### src/rtl/decode_stage.sv
// RV32I decode stage: IF/ID register, field and immediate decode, and early JAL redirect.
// A wrong-path instruction behind every JAL is squashed into a bubble on the next non-stall edge.
module decode_stage #(
  parameter logic [31:0] NOP_INSTR = 32'h00000013
) (
  input  logic        clk,
  input  logic        reset,
  input  logic [31:0] pc,
  input  logic [31:0] instruction,
  input  logic        stall,
  input  logic        flush,
  output logic        id_valid,
  output logic [31:0] id_pc,
  output logic [31:0] id_instr,
  output logic [6:0]  id_opcode,
  output logic [4:0]  id_rd,
  output logic [4:0]  id_rs1,
  output logic [4:0]  id_rs2,
  output logic [2:0]  id_funct3,
  output logic [6:0]  id_funct7,
  output logic [31:0] id_imm,
  output logic        id_illegal,
  output logic        jump,
  output logic [31:0] jump_tgt
);

  localparam logic [6:0] OP_IMM   = 7'b0010011;
  localparam logic [6:0] OP_LOAD  = 7'b0000011;
  localparam logic [6:0] OP_JALR  = 7'b1100111;
  localparam logic [6:0] OP_SYS   = 7'b1110011;
  localparam logic [6:0] OP_FENCE = 7'b0001111;
  localparam logic [6:0] OP_STORE = 7'b0100011;
  localparam logic [6:0] OP_BR    = 7'b1100011;
  localparam logic [6:0] OP_LUI   = 7'b0110111;
  localparam logic [6:0] OP_AUIPC = 7'b0010111;
  localparam logic [6:0] OP_JAL   = 7'b1101111;
  localparam logic [6:0] OP_REG   = 7'b0110011;

  logic squash_pending;

  function automatic logic [31:0] imm_of(input logic [31:0] ins);
    logic [31:0] imm;
    imm = 32'h0;
    case (ins[6:0])
      OP_IMM, OP_LOAD, OP_JALR, OP_SYS, OP_FENCE:
        imm = {{20{ins[31]}}, ins[31:20]};
      OP_STORE:
        imm = {{20{ins[31]}}, ins[31:25], ins[11:7]};
      OP_BR:
        imm = {{19{ins[31]}}, ins[31], ins[7], ins[30:25], ins[11:8], 1'b0};
      OP_LUI, OP_AUIPC:
        imm = {ins[31:12], 12'h000};
      OP_JAL:
        imm = {{11{ins[31]}}, ins[31], ins[19:12], ins[20], ins[30:21], 1'b0};
      default:
        imm = 32'h0;
    endcase
    return imm;
  endfunction

  // Every supported opcode already ends in 2'b11, so this also rejects compressed encodings.
  function automatic logic illegal_of(input logic [31:0] ins);
    logic ill;
    case (ins[6:0])
      OP_IMM, OP_LOAD, OP_JALR, OP_SYS, OP_FENCE, OP_STORE,
      OP_BR, OP_LUI, OP_AUIPC, OP_JAL, OP_REG: ill = 1'b0;
      default:                                 ill = 1'b1;
    endcase
    return ill;
  endfunction

  always_ff @(posedge clk) begin
    if (reset) begin
      id_valid       <= 1'b0;
      id_pc          <= 32'h0;
      id_instr       <= NOP_INSTR;
      id_imm         <= imm_of(NOP_INSTR);
      id_illegal     <= illegal_of(NOP_INSTR);
      jump           <= 1'b0;
      jump_tgt       <= 32'h0;
      squash_pending <= 1'b0;
    end else if (flush || (squash_pending && !stall)) begin
      id_valid       <= 1'b0;
      id_pc          <= pc;
      id_instr       <= NOP_INSTR;
      id_imm         <= imm_of(NOP_INSTR);
      id_illegal     <= illegal_of(NOP_INSTR);
      jump           <= 1'b0;
      squash_pending <= 1'b0;
    end else if (stall) begin
      jump <= 1'b0;
    end else begin
      id_valid   <= 1'b1;
      id_pc      <= pc;
      id_instr   <= instruction;
      id_imm     <= imm_of(instruction);
      id_illegal <= illegal_of(instruction);
      if (instruction[6:0] == OP_JAL) begin
        jump           <= 1'b1;
        jump_tgt       <= pc + imm_of(instruction);
        squash_pending <= 1'b1;
      end else begin
        jump <= 1'b0;
      end
    end
  end

  assign id_opcode = id_instr[6:0];
  assign id_rd     = id_instr[11:7];
  assign id_funct3 = id_instr[14:12];
  assign id_rs1    = id_instr[19:15];
  assign id_rs2    = id_instr[24:20];
  assign id_funct7 = id_instr[31:25];

endmodule

### config.mk
export PLATFORM = sky130hd
export DESIGN_NAME = decode_stage
export DESIGN_NICKNAME = d
export VERILOG_FILES = /design/src/rtl/decode_stage.sv
export SDC_FILE = /design/constraint.sdc
export NUM_CORES = 1
export LEC_CHECK = 0
export ABC_AREA = 1
export BUFFER_PORTS_ARGS = -buffer_cell sky130_fd_sc_hd__buf_2
export CELL_PAD_IN_SITES_DETAIL_PLACEMENT = 0
export CELL_PAD_IN_SITES_GLOBAL_PLACEMENT = 1
export CORE_MARGIN = 10
export CORE_UTILIZATION = 38
export CTS_BUF_LIST = sky130_fd_sc_hd__clkbuf_16
export DETAILED_ROUTE_END_ITERATION = 7
export GPL_ROUTABILITY_DRIVEN = 1
export GPL_TIMING_DRIVEN = 1
export PLACE_DENSITY_LB_ADDON = 0.1
export SYNTH_ARGS = -nofsm -noshare
export SYNTH_HDL_FRONTEND = slang
export SYNTH_SLANG_ARGS = --single-unit
### constraint.sdc
create_clock -name clk -period 5.97 [get_ports clk]
set_clock_uncertainty 0.15 [all_clocks]
set_input_delay 1.194 -clock clk [delete_from_list [all_inputs] [get_ports clk]]
set_output_delay 1.194 -clock clk [all_outputs]
set_load 0.05 [all_outputs]
==> results of run 1 <==
[layout by cell type, fill, tap and decap left out, types with 6 or more instances in the layout]
master and instances:
inv_1 151, buf_4 6, ha_1 30, xor2_1 8, nor2_1 90, nand2_1 421, xnor2_1 6, clkbuf_16 17
inv_2 10, o21ai_1 11, o21ai_0 19, nand3_1 100, a21oi_2 10, buf_2 229, nor3_1 7, inv_6 6
a21oi_1 116, dfxtp_1 132
[worst paths after layout]
path | startpoint | endpoint | slack [ns] | cells past startpoint
hold reg to reg | id_imm[5] | id_imm[5] | 0.31 | 2
hold / removal | id_imm[5] | id_imm[5] | 0.31 | 2
setup / recovery | stall | jump_tgt[22] | 3.00 | 11
setup reg to reg | squash_pending | jump_tgt[22] | 3.76 | 9
[flip-flops by register name, summed over array words and instances (netlist names)]
name	count
id_pc	32
squash_pending	1
id_instr	32
jump	1
jump_tgt	32
id_illegal	1
id_valid	1
id_imm	32
[worst max-delay path, cell delays in order]
cell and delay (ns):
buf_4 0.24, inv_2 0.06, nand2_1 0.07, nand2_2 0.09, inv_2 0.28, buf_4 0.31
nand3_4 0.14, inv_2 0.44, nand3_1 0.16, nand2_1 0.09, inv_1 0.04
[routing by layer]
| layer | wire length, um | GRT usage [%] |
|---|---|---|
| met5 | 0 | 0 |
| met4 | 272 | 4.59 |
| met3 | 1620 | 4.95 |
| met1 | 12300 | 25.2 |
| met2 | 13300 | 34.2 |
[through the flow]
| step | instances | instance area, um2 | power (mW) | util (%) | setup slack (ns) |
|---|---|---|---|---|---|
| floorplan | 1217 | 7760 | 1.29 | - | 3.12 |
| global placement | 1644 | 8800 | 1.43 | 43.6 | 2.61 |
| global route | 1676 | 9370 | 2.56 | 46.5 | 2.76 |
| detailed placement | 1644 | 8800 | 1.43 | 43.6 | 2.56 |
| finish | 1676 | 9370 | 2.44 | 46.5 | 3.00 |
| CTS | 1676 | 9370 | 2.47 | 46.5 | 3.00 |
[power groups by stage]
stage                     logic, mW  clock network, mW  registers, mW
after global routing          0.547               1.09          0.919
after global placement        0.499                  0          0.936
after floorplan               0.275                  0           1.01
final                         0.494               1.03          0.917
after detailed placement      0.498                  0          0.936
after CTS                     0.500               1.05          0.917
[logic make-up (layout without fill, tap and decap cells)]
kind of cell / count (synthesis) / after routing / synth area share, %
buffers and inverters: 238 / 427 / 14.1
AOI/OAI and AO/OA: 159 / 159 / 10.8
xor gates and xnor gates: 14 / 14 / 1.58
and+or+nand+nor: 643 / 643 / 34.4
adders and majority gates: 31 / 31 / 5.09
DFF: 132 / 132 / 34.0
[final cells by class]
| class | count | area (um2) |
|---|---|---|
| tap | 270 | 338 |
| sequential | 132 | 2640 |
| multi-input combinational | 847 | 4030 |
| timing repair buffer | 235 | 1190 |
| inverter | 160 | 601 |
| fill | 2231 | 10800 |
| clock buffer | 17 | 425 |
| clock inverter | 15 | 146 |
==> metrics.csv, run 1 <==
stage,metric,value,unit
synth,synth_seq_cells,132,
synth,yosys-top-cells-area,"dfxtp_1 34%, nand2_1 20%, a21oi_1 7.5%",
timing,fin_crit_sh,49.8,%
power,p_leak,5.25,nW
clock_tree,clock_sinks,132,
clock_tree,cts_tree,done,
synth,synth_area,0.00776,mm2
worst_setup_path,start_kind,input pin,
power,power.share.clock,42.3,%
clock_tree,cts.clk_slew.worst_paths,0.07,ns
power,ir_drop,190,uV
synth,synth_nets,1316,
power,pwr-share-seq,37.5,%
timing,tightest_slew,1.17,ns
place,numPortBuffers,230,
worst_setup_path,worstSetupPathType,in2reg,
power,p_per_area,261,mW/mm2
synth,yosys-top-cells-count,"421 x nand2_1, 150 x inv_1, 132 x dfxtp_1",
timing,slew_violations,0,
synth,synth_edf_count,0,
detailed_routing,drt_iter0_drc,457,
power,power.internal,1.62,mW
timing,hold_viol,0,
global_routing,grt-ovfl-total,0,
cells_and_area,area_growth_syn_to_layout,20.7,%
synth,ys_seq_area_share,34.0,%
floorplan,start_util,38.5,%
cells_and_area,diodes,0,
timing,setup_violations,0,
place,dp_hpwl,21500,um
floorplan,die_w,163,um
timing,min_period,2.97,ns
global_routing,grt_use_total,20.2,%
detailed_routing,avgRoutedWirePerCell,16.4,um
timing,relSlewSlack,21.7,%
global_routing,grt_max_degree,99,
cells_and_area,nets,1492,
clock_tree,post_cts_buffers,0,
clock_tree,root_buffer,clkbuf_16,
global_routing,grt_pass1_wl,42500,um
power,pwr-share-comb,20.2,%
synth,yosysMostFrequentCell,nand2_1,
synth,yosys_warnings,0,
timing,fmaxAchievable,337,MHz
detailed_routing,route.antenna.remaining_nets,0,
job,max-cap-violations,0,
worst_setup_path,cp_max_fo,31,
clock_tree,cts_htree_levels,4,
timing,grt_setup_unrepaired,false,
detailed_routing,via_per_inst,4.68,
worst_setup_path,cp.arrival,3.15,ns
worst_setup_path,end_kind,flop,
floorplan,rows,52,
global_routing,grt_antenna_before_repair,0,
synth,synth_top_area_cell,dfxtp_1,
synth,syn_inst,1217,
clock_tree,cts-buffers-inserted,17,
power,switching_power,0.823,mW
synth,synth_top_area_share,34.0,%
worst_setup_path,crit_required,6.15,ns
synth,async_flop_share,0,%
synth,synth_cell_type_count,35,
synth,postSynthAreaPerCell,6.38,um2
place,gp_congestion,0.856,
floorplan,ios,231,
global_routing,first_global_vias,7651,
detailed_routing,first_pass_iters,5,
timing,holdWs,0.313,ns
clock_tree,clockBufferDepth,2,
clock_tree,cts_resized,0,
run_status,status,completed,
floorplan,core,0.0202,mm2
detailed_routing,drc,0,
floorplan,die_h,163,um
detailed_routing,totalWireLength,27500,um
clock_tree,clock_latency,0.42,ns
floorplan,dieArea,0.0265,mm2
detailed_routing,vias,7848,
power,switching_share,33.7,%
worst_hold_path,min_path_type,reg2reg,
clock_tree,hold_buffers,0,
synth,synth_ff_type,dfxtp_1,
cells_and_area,drive_above_1_share,21.4,%
timing,finalSetupTns,0,ns
No activity file was read; power rests on OpenSTA's default activity.
==> inputs of run 2 (changes only) <==
Settings changed: CORE_UTILIZATION 38 to 36.
Clock period 5.97 ns to 2.9 ns, I/O delays scaled along.
==> run 2 against run 1 <==
- first-iteration DRC count grew 12%
- sequential cell count is the same
- setup slack lost 2.3 ns
- critical path depth grew 4
- count of clock-buffer cells in the layout is the same
- non-clock buffer count grew 7
- combinational power grew 110%
- die area grew 4.9%
- via count grew 2.3%
- sequential share of layout area shrank 0.17 points
- core utilization shrank 1.7 points
- worst hold slack lost 0.083 ns
- largest power group unchanged
==> metrics.csv, run 2 (same netlist as run 1, synthesis figures left out) <==
stage,metric,value,unit,change
run_status,status,completed,,
cells_and_area,final_util,44.7,%,-1.7 points
detailed_routing,route.antenna.remaining_nets,0,,unchanged
floorplan,rows,53,,+1.9%
worst_hold_path,min_path_type,in2reg,,
worst_setup_path,worstSetupPathType,in2reg,,
place,gp_congestion,0.886,,+3.5%
worst_setup_path,r2r_start,squash_pending,,
job,max-cap-violations,0,,unchanged
detailed_routing,avgRoutedWirePerCell,16.8,um,+2.5%
timing,relSlewSlack,42.1,%,+20 points
global_routing,first_global_vias,7742,,+1.2%
detailed_routing,drc,0,,unchanged
clock_tree,hold_buffers,0,,unchanged
power,p_leak,5.29,nW,+0.78%
timing,grt_setup_unrepaired,false,,
timing,min_period,2.18,ns,
worst_setup_path,start_kind,input pin,,
clock_tree,cts_htree_levels,4,,unchanged
clock_tree,cts_resized,0,,unchanged
cells_and_area,nets,1499,,+0.47%
detailed_routing,totalWireLength,28400,um,+3.3%
timing,fin_crit_sh,75.2,%,
worst_hold_path,whs_path_depth,3,,+1
clock_tree,clockBufferDepth,2,,unchanged
timing,hold_viol,0,,unchanged
worst_setup_path,crit_path_start,instruction[21],,
floorplan,start_util,36.8,%,-1.7 points
global_routing,grt_max_degree,64,,-35%
cells_and_area,stdcell_count,1688,,+0.72%
detailed_routing,first_pass_iters,5,,unchanged
floorplan,ios,231,,unchanged
clock_tree,cts-buffers-inserted,17,,unchanged
worst_setup_path,crit_required,3.08,ns,-3.07 ns
detailed_routing,via_per_inst,4.76,,+1.6%
timing,tightest_slew,0.868,ns,-0.303 ns
worst_setup_path,reg2reg_slack,1.22,ns,-2.54 ns
power,p_per_area,532,mW/mm2,+100%
global_routing,grt-ovfl-total,0,,unchanged
timing,fmaxAchievable,458,MHz,
worst_setup_path,rr_worst_depth,8,,-1
power,ir_drop,361,uV,+90%
global_routing,grt_use_total,19.5,%,-0.62 points
timing,layout_setup_ws,0.719,ns,-2.28 ns
cells_and_area,area_growth_syn_to_layout,21.5,%,
floorplan,core,0.0211,mm2,+4.6%
cells_and_area,final_cell_mix,"421 x nand2_1, 229 x buf_2, 151 x inv_1",,
worst_hold_path,hp-start,instruction[0],,
clock_tree,cts_tree,done,,
clock_tree,post_cts_buffers,0,,unchanged
place,placed_cells,1656,,+0.73%
place,dpl_worst_slack,0.272,ns,-2.29 ns
clock_tree,root_buffer,clkbuf_16,,
floorplan,dieArea,0.0278,mm2,+4.9%
global_routing,grt_antenna_before_repair,1,,+1
floorplan,die_w,167,um,+2.4%
worst_setup_path,cp.arrival,2.36,ns,-0.79 ns
cells_and_area,final_common_cell,nand2_1,,
clock_tree,clock_sinks,132,,unchanged
cells_and_area,drive_above_1_share,21.7,%,+0.33 points
power,power,5.01,mW,+110%
worst_setup_path,cp_max_fo,4,,-87%
global_routing,grt_pass1_wl,44000,um,+3.5%
worst_setup_path,end_kind,flop,,
detailed_routing,drt_iter0_drc,514,,+12%
worst_hold_path,worst_hold_path.endpoint,id_instr[0],,
worst_setup_path,r2r_end,id_pc[11],,
place,numPortBuffers,230,,unchanged
floorplan,die_h,167,um,+2.4%
timing,slew_violations,0,,unchanged
place,dp_hpwl,22400,um,+4.0%
detailed_routing,vias,8029,,+2.3%
clock_tree,clock_latency,0.42,ns,about the same
clock_tree,cts.clk_slew.worst_paths,0.06,ns,about the same
timing,finalSetupTns,0,ns,unchanged
timing,setup_violations,0,,unchanged
[run 2: cell types whose count changed in the layout (fill, tap and decap cells not counted)]
cell,delta
buf_4,+6
clkinv_2,+2
clkinv_4,+2
clkinvlp_4,-2
inv_6,-2
buf_12,+1
diode_2,+1
inv_8,-1
[run 2: area by class of cell]
cell class | count | area (um2)
flip-flops and latches | 132 | 2640
inverters | 160 | 601
fillers | 2394 | 11700
clock buffers | 17 | 425
diodes | 1 | 2.50
well taps | 275 | 344
clock inverters | 14 | 130
multi-input cells | 847 | 4030
repair buffers | 242 | 1260
[run 2: metal layers]
layer	vias to the layer above	track usage, %	part of all wire (%)
li1	4141	-	-
met1	3665	26.1	48
met2	209	31.0	45
met3	14	5.37	6.0
met4	0	3.55	0.64
met5	-	0	0
[run 2: worst max path at each step]
stage / to
3_5_place_dp: jump_tgt[25]
3_3_place_gp: jump_tgt[11]
4_1_cts: jump_tgt[25]
6_report: jump_tgt[25]
2_1_floorplan: jump_tgt[25]
5_1_grt: jump_tgt[25]
[run 2: per-stage QoR]
stage	cell area, um2	hold slack (ns)
final	9430	0.230
after CTS	9420	0.222
after global placement	8870	0.302
after global routing	9420	0.246
after floorplan	7760	0.276
after detailed placement	8870	0.303
[run 2: worst max-delay path: stages]
cell and delay [ns]:
buf_2 0.13, ha_1 0.23, fa_1 0.47, nand3_1 0.12
nand3_1 0.16, nand2_1 0.10, nand2_1 0.08, nand2_1 0.07
nand2_1 0.07, nand2_1 0.08, nand2_1 0.05, nand2_1 0.05
nand3_1 0.06, nand2_1 0.06, inv_1 0.03
[run 2: power by group]
group	internal [mW]	switching, mW	total [mW]	leakage, nW
Clock	1.19	0.917	2.10	0.270
Combinational	0.281	0.738	1.02	3.94
Sequential	1.86	0.0295	1.89	1.07
